--- src/rtl/reg_arith_exec_seq.sv ---
// RV32I register-register execute sequencer.
// Single-cycle ALU ops, iterative shifter, held valid/ready result.
package reg_arith_pkg;
  typedef enum logic [3:0] {
    rak_invalid,
    rak_add,
    rak_sub,
    rak_sll,
    rak_slt,
    rak_sltu,
    rak_xor,
    rak_srl,
    rak_sra,
    rak_or,
    rak_and
  } reg_arith_kind_t;
endpackage

module reg_arith_exec_seq
  import reg_arith_pkg::*;
#(
  parameter int XLEN       = 32,
  parameter int SHIFT_STEP = 1
) (
  input  logic            clk,
  input  logic            rst,
  input  logic            flush,
  input  logic            in_valid,
  output logic            in_ready,
  input  reg_arith_kind_t in_kind,
  input  logic [XLEN-1:0] in_rs1,
  input  logic [XLEN-1:0] in_rs2,
  input  logic [4:0]      in_rd,
  output logic            out_valid,
  input  logic            out_ready,
  output logic [XLEN-1:0] out_result,
  output logic [4:0]      out_rd,
  output logic            out_illegal,
  output logic            busy
);

  typedef enum logic [1:0] {
    S_IDLE,
    S_SHIFT,
    S_RESP
  } state_t;

  localparam logic [5:0] STEP = 6'(SHIFT_STEP);

  state_t          state_q, state_d;
  logic [XLEN-1:0] res_q, res_d;
  logic [5:0]      rem_q, rem_d;
  reg_arith_kind_t kind_q, kind_d;
  logic [4:0]      rd_q, rd_d;
  logic            ill_q, ill_d;

  logic            accept;
  logic            is_shift;
  logic [4:0]      shamt;
  logic [XLEN-1:0] alu;
  logic [5:0]      step;
  logic [XLEN-1:0] shifted;

  assign in_ready = !flush &&
    (state_q == S_IDLE || (state_q == S_RESP && out_ready));
  assign accept   = in_valid && in_ready;
  assign shamt    = in_rs2[4:0];
  assign is_shift = in_kind == rak_sll ||
                    in_kind == rak_srl ||
                    in_kind == rak_sra;

  always_comb begin
    alu = '0;
    unique case (1'b1)
      in_kind == rak_add:  alu = in_rs1 + in_rs2;
      in_kind == rak_sub:  alu = in_rs1 - in_rs2;
      in_kind == rak_slt:
        alu = {{(XLEN-1){1'b0}},
               $signed(in_rs1) < $signed(in_rs2)};
      in_kind == rak_sltu:
        alu = {{(XLEN-1){1'b0}}, in_rs1 < in_rs2};
      in_kind == rak_xor:  alu = in_rs1 ^ in_rs2;
      in_kind == rak_or:   alu = in_rs1 | in_rs2;
      in_kind == rak_and:  alu = in_rs1 & in_rs2;
      // zero-amount shifts bypass the shifter
      is_shift:            alu = in_rs1;
      default:             alu = '0;
    endcase
  end

  always_comb begin
    step    = (rem_q < STEP) ? rem_q : STEP;
    shifted = res_q;
    unique case (1'b1)
      kind_q == rak_sll: shifted = res_q << step;
      kind_q == rak_srl: shifted = res_q >> step;
      default:
        shifted = XLEN'($signed(res_q) >>> step);
    endcase
  end

  always_comb begin
    state_d = state_q;
    res_d   = res_q;
    rem_d   = rem_q;
    kind_d  = kind_q;
    rd_d    = rd_q;
    ill_d   = ill_q;
    if (flush) begin
      state_d = S_IDLE;
      res_d   = '0;
      rem_d   = '0;
      rd_d    = '0;
      ill_d   = 1'b0;
    end else begin
      unique case (state_q)
        S_SHIFT: begin
          res_d = shifted;
          rem_d = rem_q - step;
          if (rem_q == step) state_d = S_RESP;
        end
        S_RESP: begin
          if (out_ready) state_d = S_IDLE;
        end
        default: ;
      endcase
      if (accept) begin
        rd_d   = in_rd;
        ill_d  = in_kind == rak_invalid;
        kind_d = in_kind;
        if (is_shift && shamt != 5'd0) begin
          state_d = S_SHIFT;
          res_d   = in_rs1;
          rem_d   = {1'b0, shamt};
        end else begin
          state_d = S_RESP;
          res_d   = alu;
          rem_d   = '0;
        end
      end
    end
  end

  always_ff @(posedge clk) begin
    if (!rst) begin
      state_q <= S_IDLE;
      res_q   <= '0;
      rem_q   <= '0;
      kind_q  <= rak_invalid;
      rd_q    <= '0;
      ill_q   <= 1'b0;
    end else begin
      state_q <= state_d;
      res_q   <= res_d;
      rem_q   <= rem_d;
      kind_q  <= kind_d;
      rd_q    <= rd_d;
      ill_q   <= ill_d;
    end
  end

  assign out_valid   = state_q == S_RESP;
  assign out_result  = res_q;
  assign out_rd      = rd_q;
  assign out_illegal = ill_q;
  assign busy        = state_q != S_IDLE;

endmodule
--- config.mk ---
export PLATFORM = sky130hd
export DESIGN_NAME = reg_arith_exec_seq
export DESIGN_NICKNAME = d
export VERILOG_FILES = /design/src/rtl/reg_arith_exec_seq.sv
export SDC_FILE = /design/constraint.sdc
export NUM_CORES = 1
export LEC_CHECK = 0
export CAP_MARGIN = 20
export CORE_AREA = 2 2 140 142
export CTS_BUF_LIST = sky130_fd_sc_hd__clkbuf_2
export DETAILED_ROUTE_END_ITERATION = 10
export DIE_AREA = 0 0 142 144
export GPL_TIMING_DRIVEN = 0
export HOLD_SLACK_MARGIN = 0.05
export PLACE_DENSITY = 0.67
export SLEW_MARGIN = 40
export SYNTH_ARGS = -nofsm -noshare
export SYNTH_HDL_FRONTEND = slang
export SYNTH_SLANG_ARGS = --single-unit
--- constraint.sdc ---
create_clock -name clk -period 4.7 [get_ports clk]
set_clock_uncertainty 0.2 [all_clocks]
set_input_delay 0.47 -clock clk [delete_from_list [all_inputs] [get_ports clk]]
set_output_delay 0.47 -clock clk [all_outputs]
set_load 0.1 [all_outputs]
==> impl_metrics.ini <==
[routing]
firstDrtPassIters = 6
via_per_inst = 6.54
drc = 0
ant_nets = 0
drt_wl_total_um = 37000
drtIter0Drc = 1357
vias = 10500
drt-wirelength-per-cell_um = 23.1

[min_path]
hold_class = primary input to flop

[critical_path]
worst_ep_required_time_ns = 4.92
critPathMaxFanout = 6
worst_ep_arrival_time_ns = 4.51
critPathMostFrequentCell = o211ai_1
crit_chain = clkdlybuf4s50_1, ha_1, fa_1, a211oi_1, o21ai_1, a41oi_1, o211ai_1, o211ai_1, o31ai_2, a21oi_1, mux2_2, a221oi_1
slowest_delay_ns = 0.58
worst_setup_path_end_kind = flop
critical_path_class = primary input to flop
cp-start-kind = primary input
critical_path.top_delay_family = compound AO/OA/AOI/OAI gates
path_buf_inv = 1
cp_slowest_cell = a41oi_1

[die]
die_h_um = 144
rows = 51
dieArea_sq_um = 20400
pin_count = 119
core_area_sq_um = 19100
die_x_um = 142
start_util = 0.438

[timing]
maxSlewViolCount = 0
layout_min_cycle_time_ns = 4.29
finalCritPeriodShare = 0.913
grt_setup_unrepaired = no
final-hold-violation-count = 0
tightestPinTransition_ns = 0.983
setup_tns_ns = 0
slew_headroom = 0.345
timing.hold.ws_ns = 0.153
fmax_mhz = 233
setup_viol = 0

[cts]
root_buffer = clkbuf_2
cts_made_buffers = 5
htreeDepth = 2
post_cts_buffers = 0
clk_pin_slew_ns = 0.27
cts_buffer_depth = 2
ctsHoldBuffers = 0
cts_resized = 0
worstSkewPairLatency_ns = 0.52
cts_tree = done
clkSinkCount = 50

[job]
drv_cap = 0

[global_route]
grt_pass1_vias = 9290
antenna_found_initial = 3
grt_util_all_layers = 0.348
grt_start_max_net_pins = 17
grt_pass1_wl_um = 54600
grt_overflow_total = 0

[pwr]
p_per_area_nw_per_um2 = 176
internal_power_mw = 0.901
pwr-share-seq = 0.266
leakage_nw = 4.11
swShare = 0.475
comb_power_share = 0.551
power_mw = 1.72
ir_worst_vdd_v = 0.0000876
netSwitchingPower_mw = 0.817
clockPowerShare = 0.183

[final_layout]
drive_above_1_share = 0.0667
synthToLayoutAreaGrowth_pct = 16.6
layout_commonest_cell = nand2_1
final_cell_mix = nand2_1 (153), a21oi_1 (124), nor2_1 (114)
fin_area_sq_um = 9750
nets = 1552

[synthesis]
synth_seq_area_share = 0.120
synth_ff_type = dfxtp_1
mappedNetlistArea_sq_um = 8360
ys_ff_latch = 50
syn_inst = 1238
synth_cell_types = 81
syn-num-nets = 1427
avgSynthCellArea_sq_um = 6.75
synth_warnings = 0
synth_edf_count = 0
async_flop_share = 0

[placed_design]
io_buffers = 116
postPlaceCellArea_sq_um = 9640
finalWeightedCongestion = 0.969
dp_hpwl_um = 28000

[status]
status = complete, no violations
-- per-stage QoR --
stage          instances  setup slack [ns]  utilization
2_1_floorplan       1238              1.42            -
3_3_place_gp        1592          -0.00915        0.515
3_5_place_dp        1593           0.00395        0.505
4_1_cts             1601             0.508        0.510
5_1_grt             1602             0.189        0.511
6_report            1603             0.408        0.511
-- power by group through the flow --
stage / clock network, mW / registers (mW) / logic, mW
2_1_floorplan: 0 / 0.528 / 0.541
3_3_place_gp: 0 / 0.463 / 0.918
3_5_place_dp: 0 / 0.463 / 0.912
4_1_cts: 0.305 / 0.456 / 0.917
5_1_grt: 0.321 / 0.458 / 1.01
6_report: 0.314 / 0.457 / 0.947
-- cell families after synthesis --
kind of cell             count (synthesis)  synth area share
XOR/XNOR                                17            0.0178
buffers and inverters                  178            0.0820
multiplexers                            17            0.0210
AND/OR/NAND/NOR                        412             0.226
AO/OA/AOI/OAI                          453             0.366
flip-flops                              50             0.120
adder cells (fa/ha/maj)                111             0.168
-- flip-flops by register name, summed over array words and instances (netlist names) --
| signal | count |
|---|---|
| kind_q | 4 |
| out_illegal | 1 |
| out_rd | 5 |
| out_result | 32 |
| rem_q | 6 |
| state_q | 2 |
-- cell usage after synthesis, types with 6 or more instances --
cell / n / area, sq um
or3_1: 9 / 56.3
a2111oi_0: 9 / 78.8
o21ai_0: 79 / 395
o211ai_1: 12 / 90.1
inv_1: 91 / 342
buf_1: 12 / 45.0
nand3_1: 35 / 175
a211o_1: 9 / 78.8
buf_2: 8 / 40.0
nor2b_1: 13 / 81.3
o21a_1: 20 / 150
nor3b_1: 6 / 45.0
ha_1: 109 / 1360
a221o_1: 14 / 140
a221oi_1: 22 / 193
clkbuf_1: 63 / 236
a22oi_1: 9 / 67.6
nand2_1: 153 / 574
dfxtp_1: 50 / 1000
and2_1: 7 / 43.8
xor2_1: 8 / 70.1
o21ai_1: 7 / 35.0
nand2b_1: 11 / 68.8
and3_1: 7 / 43.8
o22ai_1: 7 / 43.8
o221ai_1: 13 / 114
nor3_1: 21 / 105
mux2i_1: 13 / 130
nor2_1: 114 / 428
a21oi_1: 124 / 621
a211oi_1: 18 / 135
or4_1: 6 / 45.0
a31oi_1: 32 / 200
nor4_1: 12 / 75.1
o31ai_1: 9 / 67.6
xnor2_1: 9 / 78.8
a21o_1: 15 / 113
-- per-layer routing --
metal / vias to the layer above / track usage / wire length [um]
met4: 0 / 0.165 / 1970
li1: 4757 / - / -
met2: 685 / 0.541 / 15800
met3: 127 / 0.0699 / 4160
met5: - / 0 / 0
met1: 4919 / 0.461 / 15000
-- path summary, 6_finish.rpt --
path | start | to | slack [ns] | cells past startpoint
worst max-delay path | in_rs1[0] | out_result[30] | 0.41 | 12
worst min-delay path | in_kind[1] | kind_q[1] | 0.15 | 3
worst max register to register | state_q[0] | out_result[11] | 1.23 | 10
worst min register to register | out_rd[2] | out_rd[2] | 0.27 | 2
-- tightest hold or removal path, cell delays in order --
cell      delay, ns
clkbuf_1       0.18
nand2_1        0.10
a21boi_0       0.08
-- cell type report --
| type | count | area, sq um |
|---|---|---|
| Antenna cell | 1 | 2.50 |
| Sequential cell | 50 | 1000 |
| Timing Repair Buffer | 118 | 975 |
| Buffer | 84 | 337 |
| Tap cell | 238 | 298 |
| Inverter | 94 | 353 |
| Clock inverter | 3 | 68.8 |
| Fill cell | 1955 | 9330 |
| Clock buffer | 5 | 25.0 |
| Multi-Input combinational cell | 1010 | 6690 |
Power figures use the tool's default switching activity.
